===== src/rtl/main_osc_stab_ctl.sv =====
// Main oscillator MSTOP sequencer: starts/stops the oscillator on request, counts
// stabilisation ticks against the OSTS-selected wait and reports OSTC/MAIN_READY.
module main_osc_stab_ctl #(
    parameter int OSTS_BASE = 8,
    parameter int CNT_W     = 16
) (
    input  logic       BASECK,
    input  logic       RESET,
    input  logic       OSCSEL,
    input  logic       START_REQ,
    input  logic       STOP_REQ,
    input  logic [2:0] OSTS,
    input  logic       MCLK_TICK,
    input  logic       CPU_ON_MAIN,
    output logic       MSTOP,
    output logic       MAIN_READY,
    output logic [7:0] OSTC,
    output logic       STOP_REJ,
    output logic       BUSY
);

    typedef enum logic [1:0] {
        ST_IDLE  = 2'd0,
        ST_WAIT  = 2'd1,
        ST_READY = 2'd2
    } state_t;

    state_t           state_q, state_d;
    logic [CNT_W-1:0] cnt_q, cnt_d;
    logic [2:0]       osts_q, osts_d;
    logic             mstop_q, mstop_d;
    logic             ready_q, ready_d;
    logic [7:0]       ostc_q, ostc_d;
    logic             rej_q, rej_d;
    logic             busy_q, busy_d;

    logic [CNT_W-1:0] cnt_inc;
    logic [CNT_W-1:0] wait_target;

    assign cnt_inc     = (cnt_q == {CNT_W{1'b1}}) ? cnt_q : cnt_q + CNT_W'(1);
    assign wait_target = CNT_W'(1) << (OSTS_BASE + int'(osts_q));

    always_comb begin
        state_d = state_q;
        cnt_d   = cnt_q;
        osts_d  = osts_q;
        mstop_d = mstop_q;
        ready_d = ready_q;
        rej_d   = 1'b0;
        busy_d  = busy_q;

        if (!OSCSEL) begin
            // Port mode forces IDLE regardless of CPU clock source
            state_d = ST_IDLE;
            cnt_d   = '0;
            mstop_d = 1'b1;
            ready_d = 1'b0;
            busy_d  = 1'b0;
        end else begin
            case (state_q)
                ST_IDLE: begin
                    if (START_REQ && !STOP_REQ) begin
                        state_d = ST_WAIT;
                        osts_d  = OSTS;
                        cnt_d   = '0;
                        mstop_d = 1'b0;
                        busy_d  = 1'b1;
                    end
                end
                ST_WAIT, ST_READY: begin
                    if (STOP_REQ) begin
                        if (CPU_ON_MAIN) begin
                            rej_d = 1'b1;
                        end else begin
                            state_d = ST_IDLE;
                            cnt_d   = '0;
                            mstop_d = 1'b1;
                            ready_d = 1'b0;
                            busy_d  = 1'b0;
                        end
                    end else if (MCLK_TICK) begin
                        cnt_d = cnt_inc;
                        if (state_q == ST_WAIT && cnt_inc == wait_target) begin
                            state_d = ST_READY;
                            ready_d = 1'b1;
                            busy_d  = 1'b0;
                        end
                    end
                end
                default: begin
                    state_d = ST_IDLE;
                    cnt_d   = '0;
                    mstop_d = 1'b1;
                    ready_d = 1'b0;
                    busy_d  = 1'b0;
                end
            endcase
        end
    end

    // Thermometer status follows the next counter value so it moves on the same edge
    for (genvar gi = 0; gi < 8; gi++) begin : g_ostc
        localparam logic [CNT_W-1:0] TH = CNT_W'(1) << (OSTS_BASE + gi);
        assign ostc_d[gi] = (cnt_d >= TH);
    end

    always_ff @(posedge BASECK) begin
        if (RESET) begin
            state_q <= ST_IDLE;
            cnt_q   <= '0;
            osts_q  <= '0;
            mstop_q <= 1'b1;
            ready_q <= 1'b0;
            ostc_q  <= '0;
            rej_q   <= 1'b0;
            busy_q  <= 1'b0;
        end else begin
            state_q <= state_d;
            cnt_q   <= cnt_d;
            osts_q  <= osts_d;
            mstop_q <= mstop_d;
            ready_q <= ready_d;
            ostc_q  <= ostc_d;
            rej_q   <= rej_d;
            busy_q  <= busy_d;
        end
    end

    assign MSTOP      = mstop_q;
    assign MAIN_READY = ready_q;
    assign OSTC       = ostc_q;
    assign STOP_REJ   = rej_q;
    assign BUSY       = busy_q;

endmodule


===== config.mk =====
export PLATFORM = sky130hd
export DESIGN_NAME = main_osc_stab_ctl
export DESIGN_NICKNAME = d
export VERILOG_FILES = /design/src/rtl/main_osc_stab_ctl.sv
export SDC_FILE = /design/constraint.sdc
export NUM_CORES = 1
export LEC_CHECK = 0
export ABC_AREA = 1
export CAP_MARGIN = 20
export CORE_ASPECT_RATIO = 1.2
export CORE_MARGIN = 2
export CORE_UTILIZATION = 45
export DETAILED_ROUTE_END_ITERATION = 7
export GPL_TIMING_DRIVEN = 0
export PLACE_DENSITY = 0.76
export SYNTH_ARGS = -nofsm -noshare
export SYNTH_HDL_FRONTEND = slang
export SYNTH_SLANG_ARGS = --single-unit

===== constraint.sdc =====
create_clock -name BASECK -period 2.7 [get_ports BASECK]
set_input_delay 0.27 -clock BASECK [delete_from_list [all_inputs] [get_ports BASECK]]
set_output_delay 0.27 -clock BASECK [all_outputs]
set_load 0.05 [all_outputs]

==> impl_metrics.toml, run 1 <==
[status]
status = "finished, final reports clean"

[clock_tree]
clockBufferDepth = 2
insertion_delay_ps = 290
htreeDepth = 2
hold_buffers = 0
cts_tree = "yes"
cts.sinks = 32
cts-root-buf = "clkbuf_8"
post_cts_buffers = 0
cts_made_buffers = 5
clkTransAtPathRegs_ps = 70

[final_layout]
fin_nets = 359
instances_no_fill = 402
area_growth_pct = 20.6
num_antenna_cells = 0
drive_above_1_share_pct = 9.25
final_cell_mix = "73 x nand2_1, 46 x inv_1, 35 x nor2_1"
fillers = 428
multi_input_area_um2 = 1160
seqCellArea_um2 = 641
final_common_cell = "nand2_1"

[yosys]
synth-seq-area-share_pct = 32.0
ys_async_sr_fraction_pct = 0
syn_inst = 317
yosysWarnings = 0
synth_area_per_cell_um2 = 6.32
synthFlopType = "dfxtp_1"
synth_seq_cells = 32
synth_cell_type_count = 29
syn_area_um2 = 2000
syn_nets = 331
synth-edff-count = 0

[placed_design]
place_hpwl_um = 4140
numPortBuffers = 21
gp_congestion = 0.943
dp_cells = 394

[worst_setup_path]
path_cells = "inv_1, ha_1, inv_1, nor2_1, inv_1, nor2_4, nor2_1, inv_1, nand2_1, o21a_1, nor2_1, inv_1, nand3_2, nand2_2, nand2_2, or2_1"
cp_common_cell = "inv_1"
critPathBufInv = 5
cp-start-kind = "flip-flop"
crit_slowest_cell = "dfxtp_1"
critPathCaptureType = "flip-flop"
cp.required_ps = 2880
cp_data_arrival_time_ps = 2560
worst_path_largest_cell_delay_ps = 400
critPathMaxFanout = 9
r2r_setup_slack_ps = 320
cpLargestDelayFamily = "simple AND/OR/NAND/NOR gates"
crit_type = "flip-flop to flip-flop"

[global_routing]
grt_max_degree = 11
antenna_found_initial = 0
grt_pass1_vias = 1975
grt_pass1_wl_um = 9160
grt_overflow = 0
grt_use_total_pct = 23.3

[flow_run]
maxCapViolCount = 0

[die]
dieWidth_um = 64.9
initial_core_util_pct = 47.0
rows = 26
dieArea_um2 = 5000
die_h_um = 77.1
core_um2 = 4260
ios = 22

[timing]
min_period_over_period_pct = 88.2
worst_pin_slew_ps = 610
rsz0062_at_grt = "no"
tns_ps = 0
setup_viol = 0
finalClockSkew_ps = 7.16
fin_crit_ps = 2380
hold_viol = 0
drv_slew = 0
slew_headroom_pct = 59.2
fmax_ghz = 0.420

[drt]
drt_iter0_drc = 133
drtPass1Iterations = 4
vias = 2109
vias_per_cell = 5.25
post_drt_wl_per_cell_um = 13.1
wl_um = 5280
postRouteAntennaNets = 0
detail_route.drc_violations = 0

[power]
leakagePower_uw = 0.00102
power.density_nw_per_um2 = 451
p_total_uw = 1090
ir_drop_mv = 0.316

[worst_hold_path]
hp-class = "flip-flop to flip-flop"
-- final timing paths --
check                       endpoint                    start  cells past startpoint
max               OSTC[1]$_SDFF_PP0_        BUSY$_SDFFE_PP0P_                     16
min          MAIN_READY$_SDFFE_PP0P_  MAIN_READY$_SDFFE_PP0P_                      2
max reg2reg       OSTC[1]$_SDFF_PP0_        BUSY$_SDFFE_PP0P_                     16
min reg2reg  MAIN_READY$_SDFFE_PP0P_  MAIN_READY$_SDFFE_PP0P_                      2
-- through the flow --
| step | setup WS (ps) | hold WS [ps] | util (%) | cell area, um^2 |
|---|---|---|---|---|
| finish | 319 | 454 | 56.7 | 2420 |
| global placement | 183 | 442 | 53.6 | 2280 |
| global route | 52.7 | 482 | 56.7 | 2420 |
| floorplan | 337 | 349 | - | 2000 |
| CTS | 167 | 464 | 56.5 | 2410 |
| detailed placement | 190 | 447 | 53.6 | 2280 |
-- kinds of logic (layout without fill, tap and decap cells) --
logic type	after synthesis	in the layout	synth area share [%]
buf+inv	53	82	10.4
simple gates	180	180	41.4
flops	32	32	32.0
xor+xnor	5	5	2.19
compound gates	43	43	11.5
fa+ha+maj	4	4	2.50
-- registers in the layout, summed over array words and instances (netlist names) --
register    flops
BUSY            1
MAIN_READY      1
MSTOP           1
OSTC            8
STOP_REJ        1
cnt_q          16
osts_q          3
state_q         1
-- metal layers --
layer  GRT usage, %  share of wire (%)
met5              0                  0
met4           9.79                2.6
met3           3.81                5.9
met2           38.1                 47
met1           30.0                 44
-- cell type report --
type / instances / area share, %
Multi-Input combinational cell: 232 / 48.0
Clock inverter: 1 / 1.24
Tap cell: 56 / 2.90
Sequential cell: 32 / 26.5
Clock buffer: 7 / 3.99
Buffer: 6 / 1.40
Inverter: 47 / 7.30
Timing Repair Buffer: 21 / 8.70
-- cells in the mapped netlist (2+ instances only) --
master    count  area share [%]
o21ai_1       2            0.50
nand3_1      28             7.0
nor3_1       10             2.5
xor2_1        3             1.3
clkbuf_1      3            0.56
buf_2         2            0.50
nand2_1      73              14
xnor2_1       2            0.87
nand4_1      14             4.4
a21oi_1      17             4.2
nand2_2       6             1.9
dfxtp_1      32              32
o21ai_0      18             4.5
inv_1        46             8.6
nor2_1       35             6.6
nor2_2        7             2.2
ha_1          4             2.5
nand3_2       4             2.0
-- worst reg2reg max path: stages (launching register included) --
cell     delay, ps
dfxtp_1        400
inv_1           60
ha_1           310
inv_1           60
nor2_1          60
inv_1          160
nor2_4          90
nor2_1         270
inv_1          130
nand2_1         80
o21a_1         110
nor2_1          40
inv_1          100
nand3_2         90
nand2_2         80
nand2_2         60
or2_1          200
-- report_power, final --
group	internal [uW]	switching, uW	leakage [uW]	total (uW)
Sequential	478	4.98	0.000258	483
Clock	325	178	0.0000645	503
Combinational	36.3	66.7	0.000700	103
Total	840	249	0.00102	1090
-- what timing repair did --
action	4_1_cts	5_1_grt
resized for setup	0	3
endpoints found under the hold margin	0	0
endpoints found under the setup margin	0	2
No activity file was read; power rests on OpenSTA's default activity.
==> run 2: changes to the inputs <==
--- a/config.mk
+++ b/config.mk
@@ -12,5 +12,5 @@
 export CORE_UTILIZATION = 45
 export DETAILED_ROUTE_END_ITERATION = 7
-export GPL_TIMING_DRIVEN = 0
+export GPL_ROUTABILITY_DRIVEN = 0
 export PLACE_DENSITY = 0.76
 export SYNTH_ARGS = -nofsm -noshare
==> constraint.sdc (replaced) <==
create_clock -name BASECK -period 2.7 [get_ports BASECK]
set_input_delay 0.27 -clock BASECK [delete_from_list [all_inputs] [get_ports BASECK]]
set_output_delay 0.27 -clock BASECK [all_outputs]
set_load 0.02 [all_outputs]
==> impl_metrics.toml, run 2 (synthesis gave the netlist of run 1 again) <==
[die]
core_um2 = 4260
dieArea_um2 = 5000
ios = 22
die_h_um = 77.1
dieWidth_um = 64.9
initial_core_util_pct = 47.0
rows = 26

[final_layout]
final_cell_mix = "73 x nand2_1, 46 x inv_1, 35 x nor2_1"
final_common_cell = "nand2_1"
regMostFlops = "cnt_q"
multi_input_area_um2 = 1150
area_growth_pct = 19.9
seqCellArea_um2 = 641
largest_register_ffs = 16
final_util_pct = 56.3
fillers = 431
fin_nets = 361
num_antenna_cells = 0
drive_above_1_share_pct = 9.77

[clock_tree]
cts_tree = "yes"
post_cts_buffers = 0
insertion_delay_ps = 290
clockBufferDepth = 2
htreeDepth = 2
ctsResizeCount = 0
cts-root-buf = "clkbuf_8"
cts.sinks = 32
cts_made_buffers = 5
clkTransAtPathRegs_ps = 60
hold_buffers = 0

[global_routing]
grt_max_degree = 12
grt_use_total_pct = 21.7
antenna_found_initial = 0
grt_pass1_vias = 1878
grt_pass1_wl_um = 8520
grt_overflow = 0

[power]
seqPwrFrac_pct = 50.0
clockPowerShare_pct = 39.6
swShare_pct = 24.8
comb_power_share_pct = 10.4
switchingPower_uw = 239
power.density_nw_per_um2 = 402
ir_drop_mv = 0.353
leakagePower_uw = 0.00102
power.internal_uw = 726

[drt]
vias = 2135
postRouteAntennaNets = 0
vias_per_cell = 5.28
drt_iter0_drc = 197
post_drt_wl_per_cell_um = 12.4
wl_um = 5010
detail_route.drc_violations = 0
drtPass1Iterations = 4

[placed_design]
numPortBuffers = 21
place_hpwl_um = 3950

[worst_setup_path]
cp_data_arrival_time_ps = 2570
cp.required_ps = 2920
critPathCaptureType = "flip-flop"
cp-start-kind = "flip-flop"
reg2reg_from = "BUSY$_SDFFE_PP0P_"
setup.worst_path.end = "OSTC[0]$_SDFF_PP0_"
r2r-end = "OSTC[0]$_SDFF_PP0_"
worst_r2r_path_depth = 15
critPathLaunch = "BUSY$_SDFFE_PP0P_"
critPathMaxFanout = 8
r2r_setup_slack_ps = 350
crit_type = "flip-flop to flip-flop"

[timing]
tns_ps = 0
worst_pin_slew_ps = 513
min_period_over_period_pct = 87.1
setup_viol = 0
rsz0062_at_grt = "no"
finalClockSkew_ps = 6.81
fin_crit_ps = 2350
slew_headroom_pct = 65.7
drv_slew = 0
fmax_ghz = 0.425
hold_viol = 0

[worst_hold_path]
hp-class = "flip-flop to flip-flop"
min_path_cells = 2

[status]
status = "finished, final reports clean"

[flow_run]
maxCapViolCount = 0
## run 2: changes by cell type in the layout (fill, tap and decap cells not counted), sizes merged
cell / previous run / this run
buf: 3 / 8
clkbuf: 10 / 8
bufinv: 1 / 0
## run 2: power groups by stage
stage          Clock, uW  Combinational, uW  Sequential [uW]
5_1_grt              406                112              484
3_5_place_dp           0               99.4              494
6_report             382                100              483
2_1_floorplan          0               54.7              496
4_1_cts              386                100              483
3_3_place_gp           0               99.0              494
## run 2: worst min-delay path by stage
stage                                       start                 endpoint  slack [ps]
after floorplan                             RESET      cnt_q[6]$_SDFF_PP0_         350
after detailed placement       MSTOP$_SDFFE_PP1P_       MSTOP$_SDFFE_PP1P_         440
after global routing           MSTOP$_SDFFE_PP1P_       MSTOP$_SDFFE_PP1P_         480
final                     MAIN_READY$_SDFFE_PP0P_  MAIN_READY$_SDFFE_PP0P_         450
after global placement         MSTOP$_SDFFE_PP1P_       MSTOP$_SDFFE_PP1P_         440
after CTS                      MSTOP$_SDFFE_PP1P_       MSTOP$_SDFFE_PP1P_         460
## run 2: critical path: stages, from the launching register on
cell and delay (ps):
dfxtp_1 390, inv_1 60, ha_1 290, inv_1 40
nor2_1 180, inv_1 130, nor2_1 420, inv_1 120
o21a_1 200, nor2_1 80, inv_1 80, nand3_2 70
nand2_2 60, nand2_2 70, nor2_1 40, o21ai_1 70
## run 2: layout make-up
cell class / count / share of cell area (%)
tap: 56 / 2.92
clock buffer: 8 / 3.75
inverter: 47 / 7.35
sequential: 32 / 26.7
timing repair buffer: 29 / 11.3
multi-input combinational: 232 / 48.0
## run 2: layer usage
metal / routed length, um / part of all wire, % / GRT usage [%] / vias up
li1: - / - / - / 1092
met1: 2130 / 42 / 27.2 / 947
met2: 2430 / 48 / 35.6 / 84
met3: 329 / 6.6 / 3.67 / 12
met4: 126 / 2.5 / 10.2 / 0
met5: 0 / 0 / 0 / -
## run 2: per-stage QoR
| stage | instances | worst slack (ps) | area (um^2) | hold WS, ps | power, uW |
|---|---|---|---|---|---|
| floorplan | 317 | 558 | 2000 | 349 | 551 |
| global placement | 396 | 462 | 2310 | 441 | 593 |
| detailed placement | 396 | 393 | 2310 | 445 | 593 |
| CTS | 404 | 365 | 2400 | 464 | 969 |
| global route | 404 | 155 | 2400 | 481 | 1000 |
| finish | 404 | 350 | 2400 | 453 | 965 |
==> run 3: changes to the inputs <==
Settings changed: CTS_CLUSTER_DIAMETER set to 40.
==> results of run 3 <==
The final DEF is identical to that of run 2; final timing and power are the same.
